`src/rtl/gyro_tilt_sampler.sv`:
```
// rtl/gyro_tilt_sampler.sv - decimating box-average tilt sampler with change interrupt
module gyro_tilt_sampler #(
  parameter int CLK_DIV  = 100000,
  parameter int AVG_LOG2 = 3,
  parameter int DEADBAND = 16
) (
  input  logic               CLK,
  input  logic               RST,
  input  logic signed [15:0] X,
  input  logic signed [15:0] Y,
  input  logic signed [15:0] Z,
  input  logic        [1:0]  ADDR,
  output logic        [31:0] RD_DATA,
  output logic               INTR,
  input  logic               INTR_ACK
);

  localparam int CW = $clog2(CLK_DIV);
  localparam int AW = 16 + AVG_LOG2;
  // AVG_LOG2 = 0 still needs a 1-bit sample counter; it simply stays at 0.
  localparam int SW = (AVG_LOG2 > 0) ? AVG_LOG2 : 1;
  localparam logic [CW-1:0] TICK_LAST = CW'(CLK_DIV - 1);
  localparam logic [SW-1:0] SCNT_LAST = SW'((1 << AVG_LOG2) - 1);
  localparam logic [16:0]   DB        = 17'(DEADBAND);

  typedef enum logic [1:0] {ACCUM, DIVIDE, COMPARE} state_t;

  state_t state, state_next;

  logic [CW-1:0] tick_cnt;
  logic          tick;
  logic [SW-1:0] scnt;
  logic          scnt_full;
  logic          acc_en, div_en, cmp_en;
  logic          over;

  logic signed [AW-1:0] acc_x, acc_y, acc_z;
  logic signed [15:0]   new_x, new_y, new_z;
  logic signed [15:0]   avg_x, avg_y, avg_z;
  logic        [7:0]    seq;
  logic                 intr;

  // |a - b| evaluated at 17 bits so full-scale swings cannot overflow
  function automatic logic [16:0] abs_diff(input logic signed [15:0] a,
                                           input logic signed [15:0] b);
    logic signed [16:0] d;
    d = 17'(a) - 17'(b);
    return d[16] ? 17'(-d) : 17'(d);
  endfunction

  assign tick      = (tick_cnt == TICK_LAST);
  assign scnt_full = (scnt == SCNT_LAST);
  assign over      = (abs_diff(new_x, avg_x) > DB) ||
                     (abs_diff(new_y, avg_y) > DB) ||
                     (abs_diff(new_z, avg_z) > DB);

  // Free-running sample-rate divider; never stalls
  always_ff @(posedge CLK) begin
    if (RST)       tick_cnt <= '0;
    else if (tick) tick_cnt <= '0;
    else           tick_cnt <= tick_cnt + 1'b1;
  end

  // FSM state register
  always_ff @(posedge CLK) begin
    if (RST) state <= ACCUM;
    else     state <= state_next;
  end

  // Next-state and datapath strobes
  always_comb begin
    state_next = state;
    acc_en     = 1'b0;
    div_en     = 1'b0;
    cmp_en     = 1'b0;
    case (state)
      ACCUM: begin
        if (tick) begin
          acc_en = 1'b1;
          if (scnt_full) state_next = DIVIDE;
        end
      end
      DIVIDE: begin
        div_en     = 1'b1;
        state_next = COMPARE;
      end
      COMPARE: begin
        cmp_en     = 1'b1;
        state_next = ACCUM;
      end
      default: state_next = ACCUM;
    endcase
  end

  // Accumulate, divide by window size, publish all axes and SEQ together
  always_ff @(posedge CLK) begin
    if (RST) begin
      acc_x <= '0; acc_y <= '0; acc_z <= '0;
      new_x <= '0; new_y <= '0; new_z <= '0;
      avg_x <= '0; avg_y <= '0; avg_z <= '0;
      scnt  <= '0;
      seq   <= '0;
    end else begin
      if (acc_en) begin
        acc_x <= acc_x + AW'(X);
        acc_y <= acc_y + AW'(Y);
        acc_z <= acc_z + AW'(Z);
        scnt  <= scnt_full ? '0 : scnt + 1'b1;
      end
      if (div_en) begin
        new_x <= 16'(acc_x >>> AVG_LOG2);
        new_y <= 16'(acc_y >>> AVG_LOG2);
        new_z <= 16'(acc_z >>> AVG_LOG2);
        acc_x <= '0; acc_y <= '0; acc_z <= '0;
        scnt  <= '0;
      end
      if (cmp_en) begin
        avg_x <= new_x;
        avg_y <= new_y;
        avg_z <= new_z;
        seq   <= seq + 1'b1;
      end
    end
  end

  // Level interrupt; a new set in COMPARE beats a simultaneous acknowledge
  always_ff @(posedge CLK) begin
    if (RST)                 intr <= 1'b0;
    else if (cmp_en && over) intr <= 1'b1;
    else if (INTR_ACK)       intr <= 1'b0;
  end

  assign INTR = intr;

  // Read port: combinational select of registered state
  always_comb begin
    RD_DATA = '0;
    case (ADDR)
      2'd0: RD_DATA = {{16{avg_x[15]}}, avg_x};
      2'd1: RD_DATA = {{16{avg_y[15]}}, avg_y};
      2'd2: RD_DATA = {{16{avg_z[15]}}, avg_z};
      2'd3: RD_DATA = {15'b0, seq, 8'b0, intr};
      default: RD_DATA = '0;
    endcase
  end

endmodule

```
`config.mk`:
```
export PLATFORM = sky130hd
export DESIGN_NAME = gyro_tilt_sampler
export DESIGN_NICKNAME = d
export VERILOG_FILES = /design/src/rtl/gyro_tilt_sampler.sv
export SDC_FILE = /design/constraint.sdc
export NUM_CORES = 1
export LEC_CHECK = 0
export CORE_MARGIN = 4
export CORE_UTILIZATION = 46
export DETAILED_ROUTE_END_ITERATION = 8
export PLACE_DENSITY = 0.7
export SETUP_SLACK_MARGIN = 0.4
export SLEW_MARGIN = 0
export SYNTH_ARGS = -nofsm -noshare
export SYNTH_HDL_FRONTEND = slang
export SYNTH_SLANG_ARGS = --single-unit
```
`constraint.sdc`:
```
create_clock -name CLK -period 8.5 [get_ports CLK]
set_input_delay 1.275 -clock CLK [delete_from_list [all_inputs] [get_ports CLK]]
set_output_delay 1.275 -clock CLK [all_outputs]
set_load 0.01 [all_outputs]
```
After elaboration in Yosys (flattened, before gate mapping)
Index checks and enable logic that the tools add are counted.
{ "totals": {"reg_bits": 184, "in_bits": 53, "out_inout_bits": 33, "word_cells": 61} }
{ "classes": {"magnitude_cmp": 3, "addsub": 12, "mux": 14, "reduce_logical": 9, "eq_ne": 9} }
{ "ops": {"columns": ["op", "count"], "rows": [
  ["case mux 32 bit (4 select lines)", 1],
  ["adder 19 x 16 -> 19 bit", 3],
  ["greater-than comparator 17 x 5 -> 1 bit, second input constant", 3],
  ["two-way mux 17 bit", 3],
  ["negation 17 bit", 3],
  ["subtractor 16 x 16 -> 17 bit", 3],
  ["adder 17 x 1 -> 17 bit, second input constant", 1],
  ["equality test 17 bit, second input constant", 1],
  ["adder 8 x 1 -> 8 bit, second input constant", 1],
  ["equality test 2 bit, second input constant", 3],
  ["two-way mux 1 bit", 6],
  ["equality test 2 x 1 -> 1 bit, second input constant", 2],
  ["logical NOT 2 bit", 2],
  ["two-way mux 2 bit", 2],
  ["!= test 2 bit, second input constant", 2],
  ["case mux 2 bit (2 select lines)", 1],
  ["OR reduction 2 bit", 2],
  ["adder 3 x 1 -> 3 bit, second input constant", 1],
  ["equality test 3 bit, second input constant", 1],
  ["two-way mux 3 bit", 1],
  ["logical OR 1 bit", 2],
  ["AND reduction 2 bit", 1],
  ["nonzero test 2 bit", 1],
  ["logical AND 1 bit", 1]
]} }

Logic depth before layout (Yosys ltp)
{ "depth": {"word_depth": 8, "ltp_mapped": 16, "depth_no_buf": 16} }

Worst setup path after synthesis
No wires, ideal clock.
{ "synth_path": {"kind": "input -> output", "startpoint": "input ADDR[1]", "endpoint": "output RD_DATA[18]", "path_slack_ns": 4.032, "cell_stages": 4, "arrival_ns": 3.193, "required_ns": 7.225, "n_path_buf": 2, "cell_sequence": "clkbuf_1 mux2i_1 o21ai_0 buf_4"} }
{ "synth_via": {"elab_chain_cells": 2, "word_cells_on_any_way": 5, "classes_between": "eq/ne (3); mux (1); reduce/logical (1)"} }
{ "synth_lines": {"columns": ["element", "line_no", "source"], "rows": [
  ["start, declared", "12", "input logic [1:0] ADDR,"],
  ["equality test 2 bit, or another cell as far along", "138", "case (ADDR)"],
  ["case mux 32 bit (4 select lines) *", "138", null],
  ["end, declared", "13", "output logic [31:0] RD_DATA,"]
]} }
Every way passes the cells marked *; elsewhere a longest branch is shown, timed or not.

Worst setup path after layout
{ "layout_path": {"startpoint": "input ADDR[1]", "endpoint": "output RD_DATA[16]"} }
Same word-level chain as after synthesis.

==> key figures <==
Power and ir drop
  – Leakage: approximately 5.6 nW
  – Pwr dens: ~120 nW/um^2
  – Worst IR Drop VDD: a little under 0.1 mV

Logic synthesis
  – Mapped Cells: 1,653
  – Mean Syn Cell Area: roughly 8 um^2
  – Post-synth ARST share: 0
  – Top FF cell, synth: dfxtp_1
  – Area leader, netlist: dfxtp_1
  – Post-synthesis cell type count: 87
  – Mux share of post-synthesis cell area: 0.0267
  – Number of synthesized flops with an enable pin: 0
  – #FFs+latches synth: around 180
  – Ys Warns: 0
  – Cell Area, Synth: about 13,000 um^2
  – Simple-gate share of the synthesized area: 0.213
  – Largest family of logic cells by synthesized area: compound AO/OA/AOI/OAI gates
  – Seq/Total Area, Yosys: 0.286
  – Post-synthesis xor/xnor area fraction: 0.0674
  – Top post-synthesis cells by area: dfxtp_1 (29%), ha_1 (11%), nand2_1 (7.9%)
  – Synth Area in Compound Gates: 0.238
  – Synthesized-area fraction occupied by adder cells: 0.115
  – Synth top area share: 0.286
  – Mapped Nets: between 1,500 and 2,000

Global routing
  – GRT Total Usage: 0.212
  – Vias in the first global route: about 11,000
  – First-pass GRT wire length: about 54,000 um
  – Number of antenna violations at the first check in global routing: 0
  – GR Overflow Total: 0
  – Largest net degree at the start of global routing: 65

CTS
  – # Post-CTS Setup Buffers: 0
  – CTS Buf Count: 17
  – TritonCTS Sinks: 184
  – Clk_lat worst skew: 0.44 ns
  – CTS Buffer Depth: 2
  – CTS HTree Levels: 4
  – Post_cts resized: 0
  – Hold_buf cts: 0
  – CTS root buf: clkbuf_16
  – CTS tree: built
  – Clk slew on worst S/H paths: ~0.08 ns

STA
  – Worst rel slew slack: 0.276
  – Final Hold Vio Count: 0
  – Worst-margin pin slew: between 1 and 1.5 ns
  – Final period util: 0.659
  – Final worst path period need: around 5.6 ns
  – TNS Setup: 0 ns
  – Setup violators final: 0
  – RSZ-0062 raised after global routing: false
  – Final Slew Violations: 0
  – Worst Skew: approximately 0.011 ns
  – Fmax: 0.179 GHz

Placed design
  – Port bufs: 85
  – Routability cong.: approximately 0.9
  – Placed cells: a little over 2,000
  – Final HPWL DP: around 25,000 um

Cells and area
  – Fill cells: around 2,500
  – Diodes inserted: 0
  – Layout Cells excl Fill: 2,070
  – Area growth syn-to-layout: 12.5%
  – Layout cells sized above 1: 0.0548
  – Final net count: ~1,900

Die
  – Die W: around 180 um
  – # IOs: 86
  – DIE AREA: 30,700 um^2
  – Site row count: 60
  – Core area: ~27,000 um^2
  – Die extent in y: 175 um
  – Initial core utilization: 0.472

Detailed routing
  – Drt via density: between 5 and 6
  – Antenna Violating Nets Remaining: 0
  – Post-route DRC: 0
  – Total wire length: between 30,000 and 40,000 um
  – TritonRoute pass-1 iters: 5
  – WL per Instance: about 16 um
  – Initial DRC count: ~880
  – Vias: 11,800

Setup path
  – Worst EP required: ~7.2 ns
  – Crit Path Category: input pin to output port
  – Max FO, Critical Path: 19
  – CP arrival: approximately 4.3 ns
  – CP startpoint kind: input pin
  – CP endpoint kind: output port

Run status
  – Status: complete, no violations

Flow run
  – Max-cap viol count: 0

Min path
  – Worst Hold Class: flop to flop
-- flip-flops by register name, summed over array words and instances (netlist names) --
name,count
avg_z,16
acc_z,19
acc_y,19
acc_x,19
scnt,3
INTR,1
new_y,16
seq,8
new_x,16
tick_cnt,17
avg_x,16
state,2
new_z,16
avg_y,16
-- kinds of logic (layout without fill, tap and decap cells) --
logic type / after synthesis / after routing
flops: 184 / 184
mux: 24 / 24
simple gates: 593 / 593
compound gates: 472 / 472
buf+inv: 166 / 211
fa+ha+maj: 115 / 115
xor+xnor: 99 / 99
-- Yosys cell counts (9+ instances only) --
library cell  instances
ha_1                109
and3_1               11
nor2_1              114
nor4_1               11
mux2i_1              14
a211oi_1             14
a31oi_1              16
inv_1                85
o21ai_0              77
a22o_1               44
o21a_1               10
nor3_1               31
xnor2_1              49
clkbuf_1             62
xor2_1               50
or2_2                11
nor2b_1              24
or3_1                21
dfxtp_1             184
nand4_1              15
a21oi_1             175
nand2_1             270
buf_4                14
a21o_1               32
o211ai_1              9
nand3_1              33
and2_1                9
nand2b_1             17
-- path summary, 6_finish.rpt --
| path | start | end | slack [ns] | cells past startpoint |
|---|---|---|---|---|
| setup / recovery | ADDR[1] | RD_DATA[16] | 2.90 | 6 |
| hold / removal | new_z[0]$_SDFFE_PP0P_ | avg_z[0]$_SDFFE_PP0P_ | 0.45 | 2 |
| setup reg to reg | avg_y[0]$_SDFFE_PP0P_ | INTR$_SDFFE_PP0P_ | 4.03 | 14 |
| hold reg to reg | new_z[0]$_SDFFE_PP0P_ | avg_z[0]$_SDFFE_PP0P_ | 0.45 | 2 |
-- layout make-up --
type	count	area [um^2]	area share
sequential	184	3680	0.255
clock buffer	18	429	0.0297
multi-input combinational	1303	8530	0.590
timing repair buffer	94	913	0.0632
tap	372	465	0.0322
inverter	85	319	0.0221
clock inverter	14	115	0.00796
-- stage by stage --
stage	setup WS (ns)	util	hold slack [ns]	power, mW	instance area, um^2
2_1_floorplan	4.03	-	0.430	0.936	12900
3_3_place_gp	2.90	0.511	0.437	0.973	13900
3_5_place_dp	2.85	0.511	0.443	0.975	13900
4_1_cts	2.85	0.531	0.457	1.73	14500
5_1_grt	2.54	0.531	0.475	1.77	14500
6_report	2.90	0.531	0.452	1.71	14500
-- routing by layer --
metal	track usage	up-vias	part of all wire	routed length, um
li1	-	5942	-	-
met1	0.302	5554	0.48	16100
met2	0.346	300	0.45	15000
met3	0.0301	33	0.057	1910
met4	0.0412	0	0.013	425
met5	0	-	0	0
-- worst max-delay path, cell delays in order --
cell,delay (ns)
clkdlybuf4s50_1,0.94
nor2b_1,0.67
nand2_1,0.10
o21ai_1,0.58
a31o_2,0.22
clkdlybuf4s50_1,0.53
-- report_power, final --
group | leakage, nW | switching (mW) | internal [mW]
combinational | 3.88 | 0.0476 | 0.0437
clock | 0.263 | 0.375 | 0.383
sequential | 1.48 | 0.00103 | 0.862
total | 5.62 | 0.424 | 1.29
-- layout by cell type (no fill, tap or decap), types with 8 or more instances in the layout --
cell type / synthesis / final
a22o_1: 44 / 44
a21o_1: 32 / 32
o21ai_0: 77 / 76
a31oi_1: 16 / 16
nand2_1: 270 / 270
a211oi_1: 14 / 14
and2_1: 9 / 9
o21ai_1: 7 / 8
o21a_1: 10 / 10
dfxtp_1: 184 / 184
nand4_1: 15 / 15
nand3_1: 33 / 33
a21oi_1: 175 / 174
nor2_1: 114 / 112
xor2_1: 50 / 50
nor4_1: 11 / 11
buf_4: 14 / 9
clkbuf_16: 0 / 17
nor3_1: 31 / 30
nand2b_1: 17 / 15
or3_1: 21 / 20
or2_2: 11 / 11
o211ai_1: 9 / 9
and3_1: 11 / 11
inv_1: 85 / 85
clkdlybuf4s50_1: 0 / 84
mux2i_1: 14 / 14
xnor2_1: 49 / 49
nor2b_1: 24 / 24
ha_1: 109 / 109
No activity file was read; power rests on OpenSTA's default activity.
